$ cat config.mk
export PLATFORM = sky130hd
export DESIGN_NAME = sw_mem_bridge
export DESIGN_NICKNAME = d
export VERILOG_FILES = /design/src/rtl/sw_mem_bridge_pkg.sv /design/src/rtl/sw_mem_watchdog.sv /design/src/rtl/sw_mem_bridge.sv
export SDC_FILE = /design/constraint.sdc
export NUM_CORES = 1
export LEC_CHECK = 0
export ABC_AREA = 1
export CORE_MARGIN = 2
export CORE_UTILIZATION = 40
export DETAILED_ROUTE_END_ITERATION = 16
export HOLD_SLACK_MARGIN = 0.15
export PLACE_DENSITY_LB_ADDON = 0.3
export SYNTH_ARGS = -nofsm -noshare
export SYNTH_HDL_FRONTEND = slang
export SYNTH_SLANG_ARGS = --single-unit
$ cat constraint.sdc
create_clock -name clk -period 1.9 [get_ports clk]
set_input_delay 0.38 -clock clk [delete_from_list [all_inputs] [get_ports clk]]
set_output_delay 0.38 -clock clk [all_outputs]
set_load 0.02 [all_outputs]
$ cat src/rtl/sw_mem_bridge_pkg.sv
// sw_mem_bridge_pkg: shared definitions for the software-register to memory bridge.
//   - op encodings carried in sw_cmd[1:0]
//   - sw_cmd field positions and hw_status bit positions
//   - FSM state encoding
// Optional feature macro used by the bridge: SW_MEM_BRIDGE_TIMEOUT_EN.
package sw_mem_bridge_pkg;

   typedef enum logic [1:0] {
      OpNop   = 2'b00,
      OpRead  = 2'b01,
      OpWrite = 2'b10,
      OpFill  = 2'b11
   } op_e;

   typedef enum logic [1:0] {
      StIdle   = 2'b00,
      StIssue  = 2'b01,
      StWaitRd = 2'b10
   } state_e;

   // sw_cmd fields
   localparam int unsigned CmdOpLsb    = 0;
   localparam int unsigned CmdOpMsb    = 1;
   localparam int unsigned CmdBankLsb  = 4;
   localparam int unsigned CmdBankMsb  = 7;
   localparam int unsigned CmdCountLsb = 8;
   localparam int unsigned CmdCountMsb = 15;
   localparam int unsigned CmdToggle   = 31;

   // hw_status fields
   localparam int unsigned StatBusy    = 0;
   localparam int unsigned StatDone    = 1;
   localparam int unsigned StatErrBank = 2;
   localparam int unsigned StatErrTo   = 3;
   localparam int unsigned StatAck     = 4;
   localparam int unsigned StatRemLsb  = 8;
   localparam int unsigned StatRemMsb  = 15;
   localparam int unsigned StatCntLsb  = 16;
   localparam int unsigned StatCntMsb  = 31;

endpackage

$ cat src/rtl/sw_mem_watchdog.sv
// sw_mem_watchdog: read-wait cycle counter for sw_mem_bridge (used only when
// SW_MEM_BRIDGE_TIMEOUT_EN is defined).
// Ports:
//   clk, reset  - clock, asynchronous active-low reset
//   start       - counting enabled while high (bridge is waiting for read data)
//   clear       - synchronous counter clear (bridge not waiting)
//   expire      - high during the TIMEOUT_CYCLES-th consecutive cycle of start
module sw_mem_watchdog #(
   parameter int unsigned TIMEOUT_CYCLES = 255
) (
   input  logic clk,
   input  logic reset,
   input  logic start,
   input  logic clear,
   output logic expire
);

   localparam int unsigned CntW = $clog2(TIMEOUT_CYCLES + 1);

   logic [CntW-1:0] cnt_q;

   // cnt_q holds the number of waiting cycles already elapsed, so the check is
   // against TIMEOUT_CYCLES-1 to fire in the TIMEOUT_CYCLES-th cycle itself.
   assign expire = start && (cnt_q == CntW'(TIMEOUT_CYCLES - 1));

   always_ff @(posedge clk or negedge reset) begin
      if (!reset) begin
         cnt_q <= '0;
      end else if (clear) begin
         cnt_q <= '0;
      end else if (start && !expire) begin
         cnt_q <= cnt_q + 1'b1;
      end
   end

endmodule

$ cat src/rtl/sw_mem_bridge.sv
// sw_mem_bridge: turns toggle-handshaked software register commands into banked
// memory read / write / fill transactions.
// Ports:
//   clk, reset            - clock, asynchronous active-low reset
//   sw_cmd                - [1:0] op, [7:4] bank, [15:8] fill count, [31] sequence toggle
//   sw_addr, sw_wdata     - word address and write data
//   hw_rdata              - last read data, zero-extended
//   hw_status             - [0] busy [1] done [2] err_bank [3] err_timeout [4] ack_toggle
//                           [15:8] remaining [31:16] op_count
//   mem_req/we/bank/addr/wdata, mem_gnt, mem_rvalid, mem_rdata - memory request port
// Define SW_MEM_BRIDGE_TIMEOUT_EN to add a read-wait timeout (sw_mem_watchdog).
module sw_mem_bridge
   import sw_mem_bridge_pkg::*;
#(
   parameter int unsigned DATA_WIDTH     = 32,
   parameter int unsigned ADDR_WIDTH     = 10,
   parameter int unsigned NUM_BANKS      = 4,
   parameter int unsigned TIMEOUT_CYCLES = 255,
   localparam int unsigned BANK_W        = (NUM_BANKS > 1) ? $clog2(NUM_BANKS) : 1
) (
   input  logic                  clk,
   input  logic                  reset,
   input  logic [31:0]           sw_cmd,
   input  logic [31:0]           sw_addr,
   input  logic [31:0]           sw_wdata,
   output logic [31:0]           hw_rdata,
   output logic [31:0]           hw_status,
   output logic                  mem_req,
   output logic                  mem_we,
   output logic [BANK_W-1:0]     mem_bank,
   output logic [ADDR_WIDTH-1:0] mem_addr,
   output logic [DATA_WIDTH-1:0] mem_wdata,
   input  logic                  mem_gnt,
   input  logic                  mem_rvalid,
   input  logic [DATA_WIDTH-1:0] mem_rdata
);

   state_e                state_q, state_d;
   op_e                   op_q, op_d;
   logic [3:0]            bank_q, bank_d;
   logic [ADDR_WIDTH-1:0] addr_q, addr_d;
   logic [DATA_WIDTH-1:0] wdata_q, wdata_d;
   logic [DATA_WIDTH-1:0] rdata_q, rdata_d;
   logic [7:0]            remaining_q, remaining_d;
   logic [15:0]           op_count_q, op_count_d;
   logic                  ack_q, ack_d;
   logic                  done_q, done_d;
   logic                  err_bank_q, err_bank_d;
   logic                  err_to;
   logic                  wd_expire;
   logic                  bank_bad;
   logic                  complete;

   assign bank_bad = (32'(bank_q) >= NUM_BANKS);

`ifdef SW_MEM_BRIDGE_TIMEOUT_EN
   logic err_to_d;
   logic waiting;

   assign waiting = (state_q == StWaitRd);

   sw_mem_watchdog #(
      .TIMEOUT_CYCLES(TIMEOUT_CYCLES)
   ) u_watchdog (
      .clk   (clk),
      .reset (reset),
      .start (waiting),
      .clear (!waiting),
      .expire(wd_expire)
   );

   always_ff @(posedge clk or negedge reset) begin
      if (!reset) err_to <= 1'b0;
      else        err_to <= err_to_d;
   end
`else
   assign wd_expire = 1'b0;
   assign err_to    = 1'b0;
`endif

   always_comb begin
      state_d     = state_q;
      op_d        = op_q;
      bank_d      = bank_q;
      addr_d      = addr_q;
      wdata_d     = wdata_q;
      rdata_d     = rdata_q;
      remaining_d = remaining_q;
      op_count_d  = op_count_q;
      ack_d       = ack_q;
      done_d      = done_q;
      err_bank_d  = err_bank_q;
`ifdef SW_MEM_BRIDGE_TIMEOUT_EN
      err_to_d    = err_to;
`endif
      mem_req     = 1'b0;
      mem_we      = 1'b0;
      complete    = 1'b0;

      unique case (state_q)
         StIdle: begin
            // A toggle mismatch is a new command; while busy it simply waits here.
            if (sw_cmd[CmdToggle] != ack_q) begin
               state_d    = StIssue;
               op_d       = op_e'(sw_cmd[CmdOpMsb:CmdOpLsb]);
               bank_d     = sw_cmd[CmdBankMsb:CmdBankLsb];
               addr_d     = sw_addr[ADDR_WIDTH-1:0];
               wdata_d    = sw_wdata[DATA_WIDTH-1:0];
               ack_d      = sw_cmd[CmdToggle];
               done_d     = 1'b0;
               err_bank_d = 1'b0;
`ifdef SW_MEM_BRIDGE_TIMEOUT_EN
               err_to_d   = 1'b0;
`endif
               remaining_d = sw_cmd[CmdCountMsb:CmdCountLsb];
               if (op_d == OpFill && remaining_d == 8'd0) remaining_d = 8'd1;
            end
         end
         StIssue: begin
            if (op_q == OpNop) begin
               complete = 1'b1;
            end else if (bank_bad) begin
               err_bank_d = 1'b1;
               complete   = 1'b1;
            end else begin
               mem_req = 1'b1;
               mem_we  = (op_q != OpRead);
               if (mem_gnt) begin
                  unique case (op_q)
                     OpRead: state_d = StWaitRd;
                     OpFill: begin
                        addr_d      = addr_q + 1'b1;
                        remaining_d = remaining_q - 8'd1;
                        complete    = (remaining_q == 8'd1);
                     end
                     default: complete = 1'b1;
                  endcase
               end
            end
         end
         StWaitRd: begin
            if (mem_rvalid) begin
               rdata_d  = mem_rdata;
               complete = 1'b1;
            end else if (wd_expire) begin
`ifdef SW_MEM_BRIDGE_TIMEOUT_EN
               err_to_d = 1'b1;
`endif
               complete = 1'b1;
            end
         end
         default: state_d = StIdle;
      endcase

      if (complete) begin
         state_d    = StIdle;
         done_d     = 1'b1;
         op_count_d = op_count_q + 16'd1;
      end
   end

   always_ff @(posedge clk or negedge reset) begin
      if (!reset) begin
         state_q     <= StIdle;
         op_q        <= OpNop;
         bank_q      <= '0;
         addr_q      <= '0;
         wdata_q     <= '0;
         rdata_q     <= '0;
         remaining_q <= '0;
         op_count_q  <= '0;
         ack_q       <= 1'b0;
         done_q      <= 1'b0;
         err_bank_q  <= 1'b0;
      end else begin
         state_q     <= state_d;
         op_q        <= op_d;
         bank_q      <= bank_d;
         addr_q      <= addr_d;
         wdata_q     <= wdata_d;
         rdata_q     <= rdata_d;
         remaining_q <= remaining_d;
         op_count_q  <= op_count_d;
         ack_q       <= ack_d;
         done_q      <= done_d;
         err_bank_q  <= err_bank_d;
      end
   end

   assign mem_bank  = bank_q[BANK_W-1:0];
   assign mem_addr  = addr_q;
   assign mem_wdata = wdata_q;
   assign hw_rdata  = 32'(rdata_q);

   always_comb begin
      hw_status                        = '0;
      hw_status[StatBusy]              = (state_q != StIdle);
      hw_status[StatDone]              = done_q;
      hw_status[StatErrBank]           = err_bank_q;
      hw_status[StatErrTo]             = err_to;
      hw_status[StatAck]               = ack_q;
      hw_status[StatRemMsb:StatRemLsb] = remaining_q;
      hw_status[StatCntMsb:StatCntLsb] = op_count_q;
   end

endmodule

### Word level (Yosys, flattened, before mapping)

Index checks and enable logic that the tools add are counted.

* register bits after elaboration: 109
* input bits: 132
* output and inout port bits: 110

* $add $sub $neg: 3
* magnitude comparators: 1
* equal/unequal tests: 20
* multiplexer cells: 38
* reduce and logical (&&, ||, !) cells: 14

Operator list (number)
* $mux W10: 5
* $mux W8: 6
* $pmux W10 S2: 1
* $add A16 B1 Y16 const B: 1
* $pmux W8 S2: 1
* $mux W1: 15
* $ne A3 B3 Y1 const B: 5
* $ne A2 B2 Y1 const B: 7
* $mux W2: 6
* $reduce_and A6 Y1: 2
* $add A10 B1 Y10 const B: 1
* $eq A8 B1 Y1 const B: 1
* $logic_not A8 Y1: 1
* $reduce_bool A2 Y1: 4
* $sub A8 B1 Y8 const B: 1
* $eq A2 B2 Y1 const B: 3
* $pmux W1 S2: 3
* $pmux W2 S3: 1
* $reduce_and A2 Y1: 3
* $eq A2 B1 Y1 const B: 2
* $ge A4 B3 Y1 const B: 1
* $logic_not A2 Y1: 2
* $reduce_and A4 Y1: 1
* $ne A2 B1 Y1 const B: 1
* other kinds (2): 2

### Depth between registers and ports, before layout

* depth after elaboration: 8
* mapped depth: 15

### Worst setup path after synthesis

Ideal clock, no wire load.

* path type: register -> output
* start: register state_q[1]
* end: output port mem_req
* arrival: 1.235 ns
* data required time: 1.520 ns
* slack: 0.285 ns
* cell stages (with the launch flop): 6
* path buffers: 1
* path through: dfrtp_1 > inv_1 > ha_1 > inv_2 > buf_2 > nor2_1

* word-level cells in the longest chain between the ends: 2

Ends and longest elaborated chain
* start: declaration: RTL line sw_mem_bridge.sv:38 `state_e state_q, state_d;`
* start signal: assignment: RTL line sw_mem_bridge.sv:164 `state_q <= StIdle;`
* start signal: assignment: RTL line sw_mem_bridge.sv:176 `state_q <= state_d;`
* $eq A2 B1 Y1: RTL line sw_mem_bridge.sv:100 `unique case (state_q)`
* $mux W1: RTL line sw_mem_bridge.sv:100
* end: declaration: RTL line sw_mem_bridge.sv:28 `output logic mem_req,`

Every way passes these cells.

### Final worst setup path

* start: register op_count_q[0]
* end: output port hw_status[16]

RTL lines
* start: declaration: RTL line sw_mem_bridge.sv:45 `logic [15:0] op_count_q, op_count_d;`
* start signal: assignment: RTL line sw_mem_bridge.sv:183 `op_count_q <= op_count_d;`
* end: declaration: RTL line sw_mem_bridge.sv:27 `output logic [31:0] hw_status,`

No word-level cell between the ends.

==> results_dict.tcl <==
set metrics [dict create \
    outcome "completed" \
    num_rows 41 \
    critPathArrivalTime_ns 1.45 \
    synth-warning-count 0 \
    cts_tree "done" \
    required_ns 1.52 \
    r2r_setup_slack_ns 0.16 \
    diodes 0 \
    portBuffers 198 \
    slew-limit-headroom_pct 60.4 \
    power.share.clock_pct 16.1 \
    power.internal_mw 7.90 \
    dpl.hpwl_um 9430 \
    seq_area_frac_synth_pct 53.0 \
    cts.path.max_buffers 2 \
    syn_area_sq_um 5150 \
    io_pins 242 \
    min_path_cells 2 \
    multi_input_area_sq_um 2080 \
    synth_cell_types 32 \
    nets 913 \
    finalWirelength_um 12700 \
    worst_pin_slew_ns 0.594 \
    end_kind "output port" \
    ys_async_sr_fraction_pct 100 \
    cap_violations 0 \
    total_power_mw 13.3 \
    r2r-end "mem_addr[8]$_DFFE_PN0P_" \
    nFillCells 1087 \
    worstSetupStartpointType "flop" \
    detail_route.first_pass.iterations 6 \
    cellPowerDensity_nw_per_um2 1720 \
    antenna_left 0 \
    htree_levels 3 \
    finalSetupViolations 0 \
    synth.avg_cell_area_sq_um 8.98 \
    drt_iter0_markers 271 \
    ys_ff_latch 109 \
    drive_above_1_share_pct 10.9 \
    grt.overflow.total 0 \
    drc_errors 0 \
    power_switching_mw 5.35 \
    viasPerCell 4.74 \
    fmax_mhz 546 \
    clk_pin_slew_ns 0.07 \
    core_area_sq_um 12600 \
    die-area_sq_um 13800 \
    gp_congestion 0.875 \
    synth-edff-count 0 \
    cts_root_buffer "clkbuf_16" \
    slew_viol_final 0 \
    start_util_pct 41.0 \
    reg2reg_from "state_q[0]$_DFFE_PN0P_" \
    grt_max_degree 62 \
    whs_ns 0.472 \
    cts_buffers 9 \
    die_w_um 117 \
    finalCoreUtilization_pct 61.3 \
    syn_to_final_growth_pct 49.7 \
    synthTopCellsByCount "nand2_1 (208), dfrtp_1 (109), inv_1 (35), mux2_2 (32), nor2_1 (30)" \
    worstSetupPathType "flop to output port" \
    die_h_um 117 \
    cp_max_fo 5 \
    grt_use_total_pct 18.9 \
    vias 4500 \
    fin_crit_ns 1.83 \
    grt_pass1_vias 4500 \
    leakage_nw 3.51 \
    wl_per_cell_um 13.4 \
    whs_endpoint "mem_wdata[7]$_DFFE_PN0P_" \
    rsz0062_at_grt "false" \
    grt_antenna_before_repair 0 \
    synth.most_common_cell "nand2_1" \
    swShare_pct 40.4 \
    synth_cells 573 \
    yosysTopAreaCell "dfrtp_1" \
    finalClockSkew_ns 0.00701 \
    worstHoldStart "mem_wdata[7]$_DFFE_PN0P_" \
    hold_viol_final 0 \
    clk_latency_ns 0.34 \
    synthFlopType "dfrtp_1" \
    seqCellArea_sq_um 2730 \
    cts_sinks 109 \
    combPwrFrac_pct 53.3 \
    ys_top_cells_by_area "dfrtp_1 (53%), nand2_1 (15%), mux2_2 (7.0%), inv_1 (2.6%), xor2_1 (2.4%)" \
    seq_power_share_pct 30.6 \
    worst_hold_path_type "flop to flop" \
    grt_pass1_wl_um 21600 \
    cts_setup_buffers 0 \
    netlist.area_leader.share_pct 53.0 \
    rr_worst_depth 9 \
    ir_drop_mv 0.961 \
    timing.final.crit_share_pct 96.4 \
]
[how the worst max path moves through the flow]
stage | start | to
global placement | sw_cmd[31] | mem_addr[9]$_DFFE_PN0P_
floorplan | state_q[1]$_DFFE_PN0P_ | mem_req
detailed placement | sw_cmd[31] | mem_addr[8]$_DFFE_PN0P_
finish | op_count_q[0]$_DFFE_PN0P_ | hw_status[16]
global route | remaining_q[1]$_DFFE_PN0P_ | op_count_q[10]$_DFFE_PN0P_
CTS | state_q[1]$_DFFE_PN0P_ | mem_req
[metal layers]
| layer | vias up | global-route usage [%] | part of all wire [%] | wire (um) |
|---|---|---|---|---|
| met2 | 171 | 30.2 | 45 | 5780 |
| met3 | 21 | 5.54 | 7.5 | 951 |
| met1 | 2095 | 24.3 | 45 | 5760 |
| met5 | - | 0 | 0 | 0 |
| met4 | 0 | 7.08 | 1.8 | 229 |
| li1 | 2213 | - | - | - |
[power by group through the flow]
stage / combinational (mW) / clock [mW] / sequential (mW)
2_1_floorplan: 3.01 / 0 / 5.13
3_3_place_gp: 6.90 / 0 / 4.02
3_5_place_dp: 7.07 / 0 / 4.09
4_1_cts: 7.08 / 2.20 / 4.06
5_1_grt: 7.70 / 2.28 / 4.19
6_report: 7.07 / 2.13 / 4.06
[flip-flops by register name, summed over array words and instances, names as in the netlist]
name,flops
hw_rdata,32
mem_wdata,32
op_count_q,16
mem_addr,10
remaining_q,8
bank_q,4
op_q,2
state_q,2
ack_q,1
done_q,1
err_bank_q,1
[through the flow]
stage / area (sq um) / std cells / setup slack, ns / TNS, ns
6_report: 7700 / 950 / 0.0688 / 0
5_1_grt: 7700 / 950 / 0.00347 / 0
4_1_cts: 7690 / 950 / 0.00759 / 0
3_5_place_dp: 7340 / 933 / -0.0835 / -0.268
3_3_place_gp: 7340 / 933 / -0.0399 / -0.159
2_1_floorplan: 5160 / 576 / 0.285 / 0
[final cells by class]
class                           instances  share of cell area, %
Sequential cell                       109                   35.4
Timing Repair Buffer                  216                   28.2
Multi-Input combinational cell        396                   27.0
Clock buffer                           10                   2.97
Tap cell                              172                   2.79
Inverter                               41                   2.13
Clock inverter                          6                   1.45
[cells in the final DEF (no fill, tap or decap), types with 3 or more instances in the layout]
cell type	n
o211ai_1	4
xor2_1	14
bufinv_16	3
buf_12	4
a21oi_1	15
o22ai_1	4
dfrtp_1	109
o21ai_0	22
clkbuf_16	9
mux2_2	32
inv_2	4
nand2_1	208
nand3_1	16
inv_1	35
nand4_1	5
xnor2_1	6
o21ai_1	8
buf_4	13
conb_1	4
nor2_2	4
ha_1	6
nor2_1	30
clkdlybuf4s50_1	193
nor3_1	7
[cells by family (layout without fill, tap and decap cells)]
kind of cell / after synthesis / after routing / synth area share [%]
AOI/OAI and AO/OA: 56 / 56 / 5.91
xor gates and xnor gates: 20 / 20 / 3.40
muxes: 32 / 32 / 7.00
buffers and inverters: 71 / 273 / 6.85
and+or+nand+nor: 276 / 276 / 21.8
DFF: 109 / 109 / 53.0
other: 1 / 4 / 0.0729
adders and majority gates: 8 / 8 / 1.94
[worst max-delay path, stage by stage (launching register included)]
cell             delay (ns)
dfrtp_1                0.35
buf_4                  0.14
clkdlybuf4s50_1        0.61
[what timing repair did]
item / 4_1_cts / 5_1_grt
hold endpoints to repair: 61 / 0
setup endpoints to repair: 3 / 22
gates resized for setup: 11 / 9
hold buffers: 1 / 0
Power figures use the tool's default switching activity.
==> variant, RTL diff (same flow settings) <==
Build with the macro `SW_MEM_BRIDGE_TIMEOUT_EN` defined.
--- a/src/rtl/sw_mem_bridge.sv
+++ b/src/rtl/sw_mem_bridge.sv
@@ -9,6 +9,8 @@
 //                           [15:8] remaining [31:16] op_count
 //   mem_req/we/bank/addr/wdata, mem_gnt, mem_rvalid, mem_rdata - memory request port
 // Define SW_MEM_BRIDGE_TIMEOUT_EN to add a read-wait timeout (sw_mem_watchdog).
+`define SW_MEM_BRIDGE_TIMEOUT_EN
+
 module sw_mem_bridge
    import sw_mem_bridge_pkg::*;
 #(
Behaviour: no difference found for any inputs over 4 cycles, from zero or initial values and one cycle with reset low; that may be too few to reach the edited logic, so the function may still have changed.
==> variant against the original RTL <==
- fmax down 1.3%
- worst setup slack got worse by 0.024 ns
- critical path type unchanged
- register-to-register slack got worse by 0.06 ns
- wire length rose by 20%
- critical path depth up 3
- synthesized area grew 9.2%
- sequential power is 5.2% higher
- non-clock buffer count up 17
- design area is 12% higher
- sequential cell count rose by 9
- total power is 13% higher
==> variant: results (changes against the original RTL) <==
----------------------------------------------------
[Outcome]
  Status ... finished clean (unchanged)

[Min path]
  Launch instance of the worst min-delay path ... mem_wdata[9] (was mem_wdata[7])

[Clock tree]
  H-Tree Depth ... 4 (was 3)
  CTS Buf Count ... 17 (was 9)
  Skew-Pair Late Insertion Delay ... 0.42 ns (was 0.34 ns)

[Setup path]
  RR Startpoint ... state_q[1] (was state_q[0])
  Setup slack of the most critical reg-to-reg path ... 0.10 ns (was 0.16 ns)
  Arrival time worst endpoint ... 1.48 ns (was 1.45 ns)

[GRT]
  First-pass GRT wire length ... 24.5 mm (was 21.6 mm)
  Met3 capacity usage during global routing ... 7.53% (was 5.54%)
  Met1 global-route usage ... 24.3% (about the same)
  Global Route Usage Sum ... 20.8% (was 18.9%)
  Largest net degree at the start of global routing ... 39 (was 62)

[Route]
  Router iterations before antenna repair ... 5 (was 6)
  Count of vias placed by the detailed router ... 5069 (was 4500)
  Wire length on met2 ... 7.79 mm (was 5.78 mm)
  Average wire per standard cell ... 14.6 um (was 13.4 um)

[Layout]
  Flip-flop and latch area ... 0.00295 sq mm (was 0.00273 sq mm)
  Number of filler cells placed in the layout ... 1142 (was 1087)
  Count of clock-net buffers in the final layout ... 21 (was 10)

[Floorplanning]
  Die width ... 123 um (was 117 um)

[Placed design]
  HPWL reported at the end of detailed placement ... 11.2 mm (was 9.43 mm)
  Final weighted congestion in routability-driven placement ... 0.890 (was 0.875)

[STA]
  Worst Clk Skew ... 0.00884 ns (was 0.00701 ns)
  Final hold slack ... 0.467 ns (was 0.472 ns)

[Power]
  Net Sw Power ... 5.99 mW (was 5.35 mW)
  Static Leakage ... 4.08 nW (was 3.51 nW)

[Yosys]
  Synth cell count leaders ... nand2_1 (232), dfrtp_1 (118), nor2_1 (37) (was nand2_1 (208), dfrtp_1 (109), inv_1 (35))
  Post-synthesis cell count ... 629 (was 573)

----------------------------------------------------
-- variant: power groups by stage --
| stage | Sequential, mW | Clock, mW | Combinational [mW] |
|---|---|---|---|
| 6_report | 4.27 | 3.12 | 7.58 |
| 5_1_grt | 4.42 | 3.29 | 8.23 |
| 4_1_cts | 4.28 | 3.19 | 7.43 |
| 3_5_place_dp | 4.29 | 0 | 7.42 |
| 3_3_place_gp | 4.25 | 0 | 7.24 |
| 2_1_floorplan | 5.32 | 0 | 3.09 |
-- variant: logic make-up after synthesis --
kind of cell / after synthesis / share of synthesized area [%]
other: 1 / 0.0667
adder cells (fa/ha/maj): 10 / 2.23
buffers and inverters: 68 / 6.03
multiplexers: 32 / 6.41
flip-flops: 118 / 52.5
XOR/XNOR: 17 / 2.65
AO/OA/AOI/OAI: 68 / 7.17
AND/OR/NAND/NOR: 315 / 22.9
-- variant: critical path, delay by kind of cell, from the launching register on --
family        cells  cell delay [ns]
fa+ha+maj         1             0.22
buf+inv           3             0.30
simple gates      1             0.16
flops             1             0.38
